File: src/rtl/replica_sweep_scheduler_if.sv
// rtl/replica_sweep_scheduler_if.sv - opt_command type and host/scheduler signal bundle (pause port under REPLICA_SCHED_PAUSE_EN)
package replica_sweep_pkg;
    typedef enum logic {OR1 = 1'b0, TWO = 1'b1} opt_command_t;
endpackage

interface replica_sweep_scheduler_if #(
    parameter int ITER_W = 24,
    parameter int LFSR_W = 16
);
    import replica_sweep_pkg::*;

    logic              start;
    logic              stop;
    logic [ITER_W-1:0] iter_num;
    logic [1:0]        mode;
    logic [LFSR_W-1:0] seed;
`ifdef REPLICA_SCHED_PAUSE_EN
    logic              pause;
`endif
    logic              run;
    opt_command_t      opt_command;
    logic              exchange_parity;
    logic              busy;
    logic              done;
    logic [ITER_W-1:0] iter_cnt;

`ifdef REPLICA_SCHED_PAUSE_EN
    modport master (
        output start, stop, iter_num, mode, seed, pause,
        input  run, opt_command, exchange_parity, busy, done, iter_cnt
    );
    modport slave (
        input  start, stop, iter_num, mode, seed, pause,
        output run, opt_command, exchange_parity, busy, done, iter_cnt
    );
`else
    modport master (
        output start, stop, iter_num, mode, seed,
        input  run, opt_command, exchange_parity, busy, done, iter_cnt
    );
    modport slave (
        input  start, stop, iter_num, mode, seed,
        output run, opt_command, exchange_parity, busy, done, iter_cnt
    );
`endif
endinterface

File: src/rtl/replica_sweep_scheduler.sv
// rtl/replica_sweep_scheduler.sv - sweep sequencer issuing spaced run pulses and per-sweep opt/parity; REPLICA_SCHED_PAUSE_EN adds pause
module replica_sweep_scheduler
    import replica_sweep_pkg::*;
#(
    parameter int CYCLE_LEN = 101,
    parameter int ITER_W    = 24,
    parameter int LFSR_W    = 16
) (
    input  logic                     clk,
    input  logic                     reset,
    replica_sweep_scheduler_if.slave bus
);
    localparam int                CNT_W     = (CYCLE_LEN > 2) ? $clog2(CYCLE_LEN) : 1;
    localparam logic [CNT_W-1:0]  CNT_LOAD  = CNT_W'(CYCLE_LEN - 1);
    // Galois right-shift form of x^16 + x^14 + x^13 + x^11 + 1
    localparam logic [LFSR_W-1:0] LFSR_TAPS = LFSR_W'(16'hB400);

    typedef enum logic [1:0] {S_IDLE, S_ISSUE, S_WAIT, S_FIN} state_t;

    state_t            state;
    state_t            state_nxt;
    logic [ITER_W-1:0] iter_num_q;
    logic [ITER_W-1:0] iter_cnt_q;
    logic [1:0]        mode_q;
    logic [LFSR_W-1:0] lfsr_q;
    logic [LFSR_W-1:0] lfsr_step;
    logic [LFSR_W-1:0] seed_eff;
    logic [CNT_W-1:0]  wait_cnt_q;
    logic              stop_pending_q;
    logic              parity_q;
    opt_command_t      opt_q;
    logic              wait_last;
    logic              finish;
    logic              pause_hold;
    logic              run_o;
    logic              done_o;
    logic [1:0]        sel_mode;
    logic              sel_k_odd;
    logic              sel_rnd;

    function automatic opt_command_t pick_opt(input logic [1:0] m, input logic k_odd, input logic rnd);
        case (m)
            2'd0:    return k_odd ? TWO : OR1;
            2'd1:    return OR1;
            2'd2:    return TWO;
            default: return rnd ? TWO : OR1;
        endcase
    endfunction

    assign seed_eff  = (bus.seed == '0) ? LFSR_W'(1) : bus.seed;
    assign lfsr_step = (lfsr_q >> 1) ^ (lfsr_q[0] ? LFSR_TAPS : '0);
    // The counter reaches 0 on the same edge that WAIT is left, so run pulses land CYCLE_LEN apart
    assign wait_last = (wait_cnt_q <= CNT_W'(1));
    assign finish    = (iter_cnt_q == iter_num_q) || stop_pending_q;
`ifdef REPLICA_SCHED_PAUSE_EN
    assign pause_hold = bus.pause;
`else
    assign pause_hold = 1'b0;
`endif

    // The first sweep of a sequence is selected from the values being latched right now
    assign sel_mode  = (state == S_IDLE) ? bus.mode : mode_q;
    assign sel_k_odd = (state == S_IDLE) ? 1'b0 : iter_cnt_q[0];
    assign sel_rnd   = (state == S_IDLE) ? seed_eff[0] : lfsr_q[0];

    // State register
    always_ff @(posedge clk or posedge reset) begin
        if (reset) state <= S_IDLE;
        else       state <= state_nxt;
    end

    // Next-state and pulse outputs
    always_comb begin
        state_nxt = state;
        run_o     = 1'b0;
        done_o    = 1'b0;
        case (state)
            S_IDLE: begin
                if (bus.start) state_nxt = (bus.iter_num == '0) ? S_FIN : S_ISSUE;
            end
            S_ISSUE: begin
                run_o     = 1'b1;
                state_nxt = S_WAIT;
            end
            S_WAIT: begin
                if (wait_last) begin
                    if (finish)          state_nxt = S_FIN;
                    else if (!pause_hold) state_nxt = S_ISSUE;
                end
            end
            S_FIN: begin
                done_o    = 1'b1;
                state_nxt = S_IDLE;
            end
            default: state_nxt = S_IDLE;
        endcase
    end

    // Sequence parameters, sweep counter, spacing counter, LFSR and stop request
    always_ff @(posedge clk or posedge reset) begin
        if (reset) begin
            iter_num_q     <= '0;
            mode_q         <= 2'd0;
            iter_cnt_q     <= '0;
            lfsr_q         <= LFSR_W'(1);
            wait_cnt_q     <= '0;
            stop_pending_q <= 1'b0;
        end else begin
            case (state)
                S_IDLE: begin
                    if (bus.start) begin
                        iter_num_q     <= bus.iter_num;
                        mode_q         <= bus.mode;
                        lfsr_q         <= seed_eff;
                        iter_cnt_q     <= '0;
                        stop_pending_q <= 1'b0;
                    end
                end
                S_ISSUE: begin
                    if (iter_cnt_q != iter_num_q) iter_cnt_q <= iter_cnt_q + 1'b1;
                    wait_cnt_q <= CNT_LOAD;
                    lfsr_q     <= lfsr_step;
                    if (bus.stop) stop_pending_q <= 1'b1;
                end
                S_WAIT: begin
                    if (bus.stop) stop_pending_q <= 1'b1;
                    wait_cnt_q <= wait_last ? '0 : wait_cnt_q - 1'b1;
                end
                S_FIN: begin
                    stop_pending_q <= 1'b0;
                end
                default: ;
            endcase
        end
    end

    // Command and parity change only on the edge that enters ISSUE, so they hold between runs
    always_ff @(posedge clk or posedge reset) begin
        if (reset) begin
            opt_q    <= OR1;
            parity_q <= 1'b0;
        end else if (state_nxt == S_ISSUE) begin
            opt_q    <= pick_opt(sel_mode, sel_k_odd, sel_rnd);
            parity_q <= sel_k_odd;
        end
    end

    assign bus.run             = run_o;
    assign bus.done            = done_o;
    assign bus.busy            = (state != S_IDLE);
    assign bus.opt_command     = opt_q;
    assign bus.exchange_parity = parity_q;
    assign bus.iter_cnt        = iter_cnt_q;
endmodule
File: src/flat_wrapper.sv
// flat-port wrapper written by rule: the top's interface ports become plain ports
module replica_sweep_scheduler_flat import replica_sweep_pkg::*;
#(
    parameter int CYCLE_LEN = 101,
    parameter int ITER_W    = 24,
    parameter int LFSR_W    = 16
)
  (clk, reset, bus_start, bus_stop, bus_iter_num, bus_mode, bus_seed, bus_run, bus_opt_command, bus_exchange_parity, bus_busy, bus_done, bus_iter_cnt);
  replica_sweep_scheduler_if #(.ITER_W(ITER_W), .LFSR_W(LFSR_W)) bus_i ();
  input  logic clk;
  input  logic reset;
  input wire logic [$bits(bus_i.start)-1:0] bus_start;
  input wire logic [$bits(bus_i.stop)-1:0] bus_stop;
  input wire logic [$bits(bus_i.iter_num)-1:0] bus_iter_num;
  input wire logic [$bits(bus_i.mode)-1:0] bus_mode;
  input wire logic [$bits(bus_i.seed)-1:0] bus_seed;
  output wire logic [$bits(bus_i.run)-1:0] bus_run;
  output wire logic [$bits(bus_i.opt_command)-1:0] bus_opt_command;
  output wire logic [$bits(bus_i.exchange_parity)-1:0] bus_exchange_parity;
  output wire logic [$bits(bus_i.busy)-1:0] bus_busy;
  output wire logic [$bits(bus_i.done)-1:0] bus_done;
  output wire logic [$bits(bus_i.iter_cnt)-1:0] bus_iter_cnt;
  assign bus_i.start = bus_start;
  assign bus_i.stop = bus_stop;
  assign bus_i.iter_num = bus_iter_num;
  assign bus_i.mode = bus_mode;
  assign bus_i.seed = bus_seed;
  assign bus_run = bus_i.run;
  assign bus_opt_command = bus_i.opt_command;
  assign bus_exchange_parity = bus_i.exchange_parity;
  assign bus_busy = bus_i.busy;
  assign bus_done = bus_i.done;
  assign bus_iter_cnt = bus_i.iter_cnt;
  replica_sweep_scheduler #(.CYCLE_LEN(CYCLE_LEN), .ITER_W(ITER_W), .LFSR_W(LFSR_W)) u_core (.clk(clk), .reset(reset), .bus(bus_i));
endmodule
File: config.mk
export PLATFORM = sky130hd
export DESIGN_NAME = replica_sweep_scheduler_flat
export DESIGN_NICKNAME = d
export VERILOG_FILES = /design/src/rtl/replica_sweep_scheduler_if.sv /design/src/rtl/replica_sweep_scheduler.sv /design/src/flat_wrapper.sv
export SDC_FILE = /design/constraint.sdc
export NUM_CORES = 1
export LEC_CHECK = 0
export BUFFER_PORTS_ARGS = -buffer_cell sky130_fd_sc_hd__buf_2
export CORE_ASPECT_RATIO = 0.8
export CORE_UTILIZATION = 40
export DETAILED_ROUTE_END_ITERATION = 10
export PLACE_DENSITY_LB_ADDON = 0.08
export SYNTH_ARGS = -nofsm -noshare
export SYNTH_HDL_FRONTEND = slang
export SYNTH_SLANG_ARGS = --single-unit
File: constraint.sdc
create_clock -name clk -period 2.29 [get_ports clk]
set_clock_uncertainty 0.05 [all_clocks]
set_input_delay 0.229 -clock clk [delete_from_list [all_inputs] [get_ports clk]]
set_output_delay 0.229 -clock clk [all_outputs]
set_load 0.05 [all_outputs]
==> flow_metrics.py, run 1 <==
metrics = {
    "layout": {
        "area.growth.synth_to_final_pct": 23.7,
        "antenna_cells": 0,
        "fin_util_pct": 52.0,
        "fin_cells": 646,
        "fin_area_sq_mm": 0.00515,
        "layout.nets": 558,
        "final_common_cell": "buf_2",
        "drive_above_1_share_pct": 32.4,
        "final_cell_mix": "buf_2, dfrtp_1, nand2_1",
    },
    "yosys": {
        "synth-edff-count": 0,
        "netlist_area_sq_mm": 0.00416,
        "synth-warning-count": 0,
        "synthDominantCellAreaShare_pct": 46.3,
        "ys.flop_type": "dfrtp_1",
        "synthTopCellsByArea": "dfrtp_1, mux2_2, xnor2_1, o21ai_0, nand2_1",
        "synthesis.nets": 469,
        "syn_inst": 416,
        "synth-seq-area-share_pct": 46.9,
        "async_flop_share_pct": 100,
        "ys_ff_latch": 78,
        "netlist-cell-type-count": 49,
        "syn_avg_cell_area_sq_um": 10.0,
        "yosysTopAreaCell": "dfrtp_1",
    },
    "setup_path": {
        "cp-end-kind": "flop",
        "critPathKind": "reg -> reg",
        "crit_required_ns": 2.50,
        "crit_fanout": 4,
        "start_kind": "flop",
        "cp.arrival_ns": 2.38,
    },
    "worst_hold_path": {
        "hold_class": "in -> reg",
    },
    "power_and_ir_drop": {
        "p_sw_w": 0.00214,
        "seqPwrFrac_pct": 38.5,
        "p_sw_share_pct": 36.6,
        "p_leak_nw": 2.20,
        "powerDensity_mw_per_mm2": 1140,
        "p_total_w": 0.00585,
        "intPower_w": 0.00371,
        "comb_power_share_pct": 36.8,
        "power_frac_clock_pct": 24.7,
        "max-vdd-ir-drop_mv": 0.581,
    },
    "sta": {
        "fin_crit_sh_pct": 94.8,
        "worst_slew_margin_rel_pct": 54.0,
        "period_minus_slack_ns": 2.17,
        "worst-slew-pin-transition_ns": 0.684,
        "finalSetupViolCount": 0,
        "fmax_ghz": 0.461,
        "hold_viol_final": 0,
        "rsz0062_at_grt": "no",
        "worst_slack_ns": 0.119,
        "finalMaxSlewViolations": 0,
    },
    "global_routing": {
        "grt_first_pass_wirelength_um": 17500,
        "antenna_found_initial": 0,
        "grtUsageTotal_pct": 21.5,
        "grt_pass1_vias": 3317,
        "gr-total-overflow": 0,
        "grt_max_degree": 61,
    },
    "die": {
        "die_x_um": 116,
        "io_pins": 75,
        "rows": 32,
        "die_y_um": 93.2,
        "initial_core_util_pct": 42.1,
        "core-area_sq_mm": 0.00989,
        "dieArea_sq_mm": 0.0108,
    },
    "route": {
        "avgViaCountPerCell": 5.42,
        "wl_um": 10700,
        "routed.top_layer": "met4",
        "wl_met1_um": 5560,
        "first_pass_iters": 5,
        "drt_iter0_drc": 159,
        "route.detailed.drc": 0,
        "met3_length_um": 608,
        "ant_nets": 0,
        "vias": 3501,
        "dr_wl_met2_um": 4350,
        "route.detailed.wl_per_inst_um": 16.6,
    },
    "clock_network": {
        "cts_tree": "done",
        "cts_buffers": 9,
        "cts_sinks": 78,
        "clk_latency_ns": 0.34,
        "htreeDepth": 3,
        "root_buffer": "clkbuf_16",
        "cts.clk_slew.worst_paths_ns": 0.06,
        "ctsLongestPathBuffers": 2,
    },
    "place": {
        "io_buffers": 74,
        "numPlacedInstances": 628,
        "dpl.hpwl_um": 8040,
        "place_ws_ns": 0.144,
        "dpl-instance-area_sq_mm": 0.00483,
        "place_congestion": 0.829,
    },
    "flow_run": {
        "max_cap_violations": 0,
    },
    "outcome": {
        "status": "finished clean",
    },
}
==> cells by family (layout without fill, tap and decap cells) <==
family          after synthesis  after routing  synth area share [%]
simple gates                132            132                  17.3
compound gates               95             95                  13.3
flops                        78             78                  46.9
mux                          40             40                  10.5
buf+inv                      37            131                  4.18
xor+xnor                     27             27                  5.68
fa+ha+maj                     7              7                  2.10
==> cells in the mapped netlist (2+ instances only) <==
| cell type | instances |
|---|---|
| nand2_1 | 44 |
| o211ai_1 | 4 |
| and3_1 | 4 |
| a21oi_1 | 24 |
| nand3_1 | 14 |
| buf_6 | 2 |
| mux2i_1 | 13 |
| mux2_2 | 26 |
| inv_1 | 14 |
| ha_1 | 7 |
| nor4_1 | 10 |
| a31oi_1 | 2 |
| buf_4 | 4 |
| clkbuf_1 | 13 |
| nand2b_1 | 2 |
| or4_1 | 13 |
| xnor2_1 | 27 |
| o21ai_0 | 42 |
| o22ai_1 | 3 |
| nand4_1 | 10 |
| o31ai_1 | 10 |
| nor3_1 | 2 |
| dfrtp_1 | 77 |
| nor2_1 | 10 |
| or3_1 | 12 |
| buf_2 | 4 |
==> power by group through the flow <==
stage / logic, W / registers, W / clock network, W
2_1_floorplan: 0.00162 / 0.00225 / 0
3_3_place_gp: 0.00212 / 0.00227 / 0
3_5_place_dp: 0.00215 / 0.00229 / 0
4_1_cts: 0.00217 / 0.00226 / 0.00148
5_1_grt: 0.00240 / 0.00233 / 0.00153
6_report: 0.00215 / 0.00225 / 0.00145
==> per-stage QoR <==
| stage | hold WS [ns] | setup TNS [ns] |
|---|---|---|
| detailed placement | 0.225 | 0 |
| global route | 0.0858 | 0 |
| finish | 0.0868 | 0 |
| CTS | 0.0743 | 0 |
| global placement | 0.228 | 0 |
| floorplan | 0.330 | -0.0394 |
==> worst max-delay path: stages (launching register included) <==
cell and delay [ns]:
dfrtp_1 0.38, inv_2 0.09, ha_2 0.21, and2_1 0.22
a21o_1 0.15, nand3_2 0.13, or3_1 0.38, or3_1 0.31
a21oi_1 0.17
==> layer usage <==
layer  GRT usage (%)  up-vias
li1                -     1692
met1            32.9     1703
met2            29.1       89
met3            5.18       17
met4            7.26        0
met5               0        -
==> final cells by class <==
class	instances	area (sq um)
repair buffers	101	601
clock buffers	9	225
fillers	925	4740
inverters	14	60.1
well taps	136	170
flip-flops and latches	78	1960
clock inverters	7	73.8
multi-input cells	301	2060
==> flip-flops by register name, indices dropped and copies added, names as in the netlist <==
| name | count |
|---|---|
| u_core.stop_pending_q | 1 |
| u_core.lfsr_q | 16 |
| u_core.bus.iter_cnt | 24 |
| u_core.mode_q | 2 |
| u_core.state | 2 |
| u_core.wait_cnt_q | 7 |
| u_core.iter_num_q | 24 |
| u_core.bus.exchange_parity | 1 |
| u_core.bus.opt_command | 1 |
==> path summary, 6_finish.rpt <==
path	startpoint	endpoint	slack, ns	cells past startpoint
setup / recovery	u_core.state[1]	u_core.bus.iter_cnt[12]	0.12	8
hold / removal	bus_iter_num[13]	u_core.iter_num_q[13]	0.09	2
setup reg to reg	u_core.state[1]	u_core.bus.iter_cnt[12]	0.12	8
hold reg to reg	u_core.lfsr_q[3]	u_core.lfsr_q[3]	0.43	2
max in group asynchronous	reset	u_core.lfsr_q[0]	1.09	4
min in group asynchronous	reset	u_core.wait_cnt_q[5]	0.41	3
==> timing repair <==
item / 4_1_cts / 5_1_grt
endpoints found under the hold margin: 18 / 0
endpoints found under the setup margin: 0 / 3
setup buffers: 0 / 1
hold buffers: 1 / 0
gates resized for setup: 0 / 1
No activity file was read; power rests on OpenSTA's default activity.
==> run 2, diff against run 1 <==
--- a/config.mk
+++ b/config.mk
@@ -7,9 +7,10 @@
 export LEC_CHECK = 0
 export BUFFER_PORTS_ARGS = -buffer_cell sky130_fd_sc_hd__buf_2
 export CORE_ASPECT_RATIO = 0.8
-export CORE_UTILIZATION = 40
+export CORE_UTILIZATION = 51
 export DETAILED_ROUTE_END_ITERATION = 10
 export PLACE_DENSITY_LB_ADDON = 0.08
+export SKIP_CTS_REPAIR_TIMING = 1
 export SYNTH_ARGS = -nofsm -noshare
 export SYNTH_HDL_FRONTEND = slang
 export SYNTH_SLANG_ARGS = --single-unit
==> flow_metrics.py, run 2 (synthesis results as in run 1) <==
metrics = {
    "layout": {
        "final_common_cell": "buf_2",
        "layout.nets": 556,
        "fin_util_pct": 63.3,
        "final_cell_mix": "buf_2, dfrtp_1, nand2_1",
        "antenna_cells": 0,
        "nFillCells": 676,
        "drive_above_1_share_pct": 32.5,
        "ff_latch_area_sq_mm": 0.00196,
        "multi_input_area_sq_mm": 0.00206,
        "area.growth.synth_to_final_pct": 20.2,
    },
    "setup_path": {
        "start_kind": "flop",
        "cp.arrival_ns": 2.38,
        "critPathKind": "reg -> reg",
        "crit_required_ns": 2.52,
        "crit_fanout": 6,
        "crit_path_start": "u_core.state[1]",
        "cp-end-kind": "flop",
        "r2r_start": "u_core.state[1]",
    },
    "clock_network": {
        "htreeDepth": 3,
        "cts_sinks": 78,
        "root_buffer": "clkbuf_8",
        "clk_latency_ns": 0.35,
        "cts_tree": "done",
        "cts_buffers": 9,
        "cts.clk_slew.worst_paths_ns": 0.08,
        "ctsLongestPathBuffers": 2,
    },
    "sta": {
        "fmax_ghz": 0.466,
        "worst-slew-pin-transition_ns": 0.608,
        "hold_viol_final": 0,
        "finalMaxSlewViolations": 0,
        "period_minus_slack_ns": 2.15,
        "finalSetupViolCount": 0,
        "rsz0062_at_grt": "no",
        "fin_crit_sh_pct": 93.8,
        "worst_slew_margin_rel_pct": 59.5,
    },
    "flow_run": {
        "max_cap_violations": 0,
    },
    "outcome": {
        "status": "complete, but fails checks",
        "violations": "design-rule violations",
    },
    "place": {
        "dpl.hpwl_um": 7490,
        "place_congestion": 0.837,
        "io_buffers": 74,
    },
    "power_and_ir_drop": {
        "powerDensity_mw_per_mm2": 1110,
        "p_leak_nw": 2.15,
        "p_total_w": 0.00553,
        "max-vdd-ir-drop_mv": 0.625,
    },
    "worst_hold_path": {
        "hold_class": "in -> reg",
        "hp-start": "bus_iter_num[8]",
    },
    "die": {
        "io_pins": 75,
        "die_y_um": 82.8,
        "core-area_sq_mm": 0.00791,
        "rows": 29,
        "die_x_um": 103,
        "initial_core_util_pct": 52.6,
        "dieArea_sq_mm": 0.00853,
    },
    "global_routing": {
        "grt_pass1_vias": 3200,
        "grtUsageTotal_pct": 25.2,
        "grt_max_degree": 48,
        "antenna_found_initial": 0,
        "grt_first_pass_wirelength_um": 16300,
        "gr-total-overflow": 0,
    },
    "route": {
        "vias": 3483,
        "ant_nets": 0,
        "first_pass_iters": 7,
        "avgViaCountPerCell": 5.66,
        "route.detailed.wl_per_inst_um": 16.4,
        "wl_um": 10100,
        "route.detailed.drc": 2,
        "drt_iter0_drc": 123,
    },
}
[run 2: metrics by stage]
| step | setup TNS, ns | hold WS [ns] | cell area, sq um | std cells | worst slack (ns) |
|---|---|---|---|---|---|
| after CTS | 0 | -0.0667 | 4990 | 614 | 0.112 |
| after detailed placement | 0 | 0.313 | 4770 | 599 | 0.134 |
| after global placement | 0 | 0.311 | 4770 | 599 | 0.177 |
| after floorplan | -0.0394 | 0.330 | 4210 | 416 | -0.0394 |
| final | 0 | 0.0711 | 5000 | 615 | 0.143 |
| after global routing | 0 | 0.0624 | 5000 | 615 | 0.000115 |
[run 2: layout make-up]
cell class,instances,area share [%]
clock inverters,6,1.75
well taps,108,2.70
flip-flops and latches,78,39.2
repair buffers,99,11.5
multi-input cells,301,41.3
inverters,14,1.20
clock buffers,9,2.48
[run 2: path summary, 6_finish.rpt]
| kind | slack [ns] | end | cells past startpoint |
|---|---|---|---|
| hold reg to reg | 0.43 | u_core.lfsr_q[3] | 2 |
| max in group asynchronous | 1.17 | u_core.bus.iter_cnt[2] | 4 |
| hold / removal | 0.07 | u_core.iter_num_q[8] | 2 |
| setup reg to reg | 0.14 | u_core.bus.iter_cnt[19] | 8 |
| setup / recovery | 0.14 | u_core.bus.iter_cnt[19] | 8 |
| min in group asynchronous | 0.48 | u_core.bus.iter_cnt[23] | 4 |
[run 2: layer usage]
metal  up-vias  track usage (%)  part of all wire [%]
li1       1693                -                     -
met1      1681             40.0                    51
met2        97             34.5                    42
met3        12             5.22                   5.7
met4         0             7.30                   1.3
met5         -                0                     0
[run 2: where the power goes]
part | total (W) | switching, W | leakage [nW] | internal, W
registers | 0.00225 | 0.000387 | 0.974 | 0.00187
logic | 0.00215 | 0.00116 | 1.07 | 0.000992
clock network | 0.00113 | 0.000523 | 0.109 | 0.000608
total | 0.00553 | 0.00207 | 2.15 | 0.00347
[run 2: critical path: stages, from the launching register on]
cell,delay [ns]
dfrtp_1,0.39
inv_2,0.09
ha_2,0.22
mux2i_2,0.11
nor2_4,0.15
nand2_2,0.10
or4_1,0.51
or3_1,0.31
a21oi_1,0.14
==> run 3, diff against run 2 <==
--- a/config.mk
+++ b/config.mk
@@ -10,6 +10,7 @@
 export CORE_UTILIZATION = 51
 export DETAILED_ROUTE_END_ITERATION = 10
 export PLACE_DENSITY_LB_ADDON = 0.08
+export RECOVER_POWER = 25
 export SKIP_CTS_REPAIR_TIMING = 1
 export SYNTH_ARGS = -nofsm -noshare
 export SYNTH_HDL_FRONTEND = slang
==> flow_metrics.py, run 3 (synthesis results as in run 1) <==
metrics = {
    "layout": {
        "drive_above_1_share_pct": 32.3,
        "final_common_cell": "buf_2",
        "final_cell_mix": "buf_2, dfrtp_1, nand2_1",
        "nFillCells": 679,
        "antenna_cells": 0,
        "area.growth.synth_to_final_pct": 20.1,
        "fin_util_pct": 63.2,
        "fin_area_sq_mm": 0.00500,
        "fin_cells": 615,
        "layout.nets": 556,
    },
    "global_routing": {
        "grt_max_degree": 48,
        "grtUsageTotal_pct": 25.2,
        "antenna_found_initial": 0,
        "grt_first_pass_wirelength_um": 16300,
        "gr-total-overflow": 0,
        "grt_pass1_vias": 3200,
    },
    "route": {
        "vias": 3482,
        "route.detailed.drc": 2,
        "wl_um": 10100,
        "avgViaCountPerCell": 5.66,
        "ant_nets": 0,
        "first_pass_iters": 7,
        "drt_iter0_drc": 123,
        "route.detailed.wl_per_inst_um": 16.4,
    },
    "clock_network": {
        "clk_latency_ns": 0.35,
        "htreeDepth": 3,
        "cts_sinks": 78,
        "ctsLongestPathBuffers": 2,
        "cts_tree": "done",
        "root_buffer": "clkbuf_8",
        "cts.clk_slew.worst_paths_ns": 0.08,
        "cts_buffers": 9,
    },
    "setup_path": {
        "cp-end-kind": "flop",
        "r2r_start": "u_core.state[1]",
        "start_kind": "flop",
        "crit_fanout": 6,
        "r2r_slack_ns": 0.14,
        "crit_required_ns": 2.52,
        "r2r-end": "u_core.bus.iter_cnt[19]",
        "crit_path_start": "u_core.state[1]",
        "worstRegToRegCells": 8,
        "critPathKind": "reg -> reg",
        "cp.arrival_ns": 2.38,
        "worstSetupEndpoint": "u_core.bus.iter_cnt[19]",
    },
    "die": {
        "io_pins": 75,
        "die_y_um": 82.8,
        "die_x_um": 103,
        "rows": 29,
        "core-area_sq_mm": 0.00791,
        "initial_core_util_pct": 52.6,
        "dieArea_sq_mm": 0.00853,
    },
    "place": {
        "dpl-instance-area_sq_mm": 0.00477,
        "numPlacedInstances": 599,
        "dpl.hpwl_um": 7490,
        "io_buffers": 74,
        "place_congestion": 0.837,
    },
    "outcome": {
        "violations": "design-rule violations",
        "status": "complete, but fails checks",
    },
    "sta": {
        "rsz0062_at_grt": "no",
        "fmax_ghz": 0.466,
        "period_minus_slack_ns": 2.15,
        "fin_crit_sh_pct": 93.8,
        "worst_slew_margin_rel_pct": 21.6,
        "finalSetupViolCount": 0,
        "finalMaxSlewViolations": 0,
        "worst-slew-pin-transition_ns": 1.18,
        "hold_viol_final": 0,
    },
    "power_and_ir_drop": {
        "powerDensity_mw_per_mm2": 1110,
        "max-vdd-ir-drop_mv": 0.625,
        "p_leak_nw": 2.14,
    },
    "worst_hold_path": {
        "hold_class": "in -> reg",
    },
    "flow_run": {
        "max_cap_violations": 0,
    },
}
## run 3: changes by cell type in the layout (fill, tap and decap cells not counted)
cell / change
clkbuf_2: +2
clkbuf_1: +1
buf_4: -2
buf_2: -1
## run 3: how the worst min path moves through the flow
| stage | to | slack [ns] | startpoint | cells past startpoint |
|---|---|---|---|---|
| final | u_core.iter_num_q[8] | 0.07 | bus_iter_num[8] | 2 |
| after global routing | u_core.iter_num_q[2] | 0.06 | bus_iter_num[2] | 2 |
| after CTS | u_core.bus.iter_cnt[23] | -0.07 | reset | 3 |
| after detailed placement | u_core.bus.iter_cnt[23] | 0.31 | reset | 3 |
| after global placement | u_core.bus.iter_cnt[23] | 0.31 | reset | 3 |
| after floorplan | u_core.iter_num_q[10] | 0.33 | bus_iter_num[10] | 1 |
## run 3: routing by layer
layer	global-route usage, %	wire length (um)
met5	0	0
met4	7.30	133
met3	5.22	577
met2	34.5	4270
met1	40.0	5120
## run 3: cell type report
class | instances | area (sq um) | area share, %
timing repair buffer | 99 | 567 | 11.3
inverter | 14 | 60.1 | 1.20
sequential | 78 | 1960 | 39.2
clock inverter | 6 | 87.6 | 1.75
clock buffer | 9 | 124 | 2.48
multi-input combinational | 301 | 2060 | 41.3
tap | 108 | 135 | 2.70
## run 3: stage by stage
step / worst slack [ns] / total power (W) / hold WS (ns) / setup TNS (ns)
final: 0.143 / 0.00553 / 0.0711 / 0
after global routing: 0.000115 / 0.00589 / 0.0624 / 0
after CTS: 0.112 / 0.00557 / -0.0667 / 0
after detailed placement: 0.134 / 0.00442 / 0.313 / 0
after global placement: 0.177 / 0.00435 / 0.311 / 0
after floorplan: -0.0394 / 0.00386 / 0.330 / -0.0394
## run 3: critical path, stage by stage, from the launching register on
cell,delay [ns]
dfrtp_1,0.39
inv_2,0.09
ha_2,0.22
mux2i_2,0.11
nor2_4,0.15
nand2_2,0.10
or4_1,0.51
or3_1,0.31
a21oi_1,0.14
## run 3: report_power, final
group          leakage, nW  internal (W)  switching [W]
Combinational         1.06      0.000991        0.00116
Sequential           0.974       0.00187       0.000387
Clock                0.109      0.000608       0.000523
Total                 2.14       0.00347        0.00207
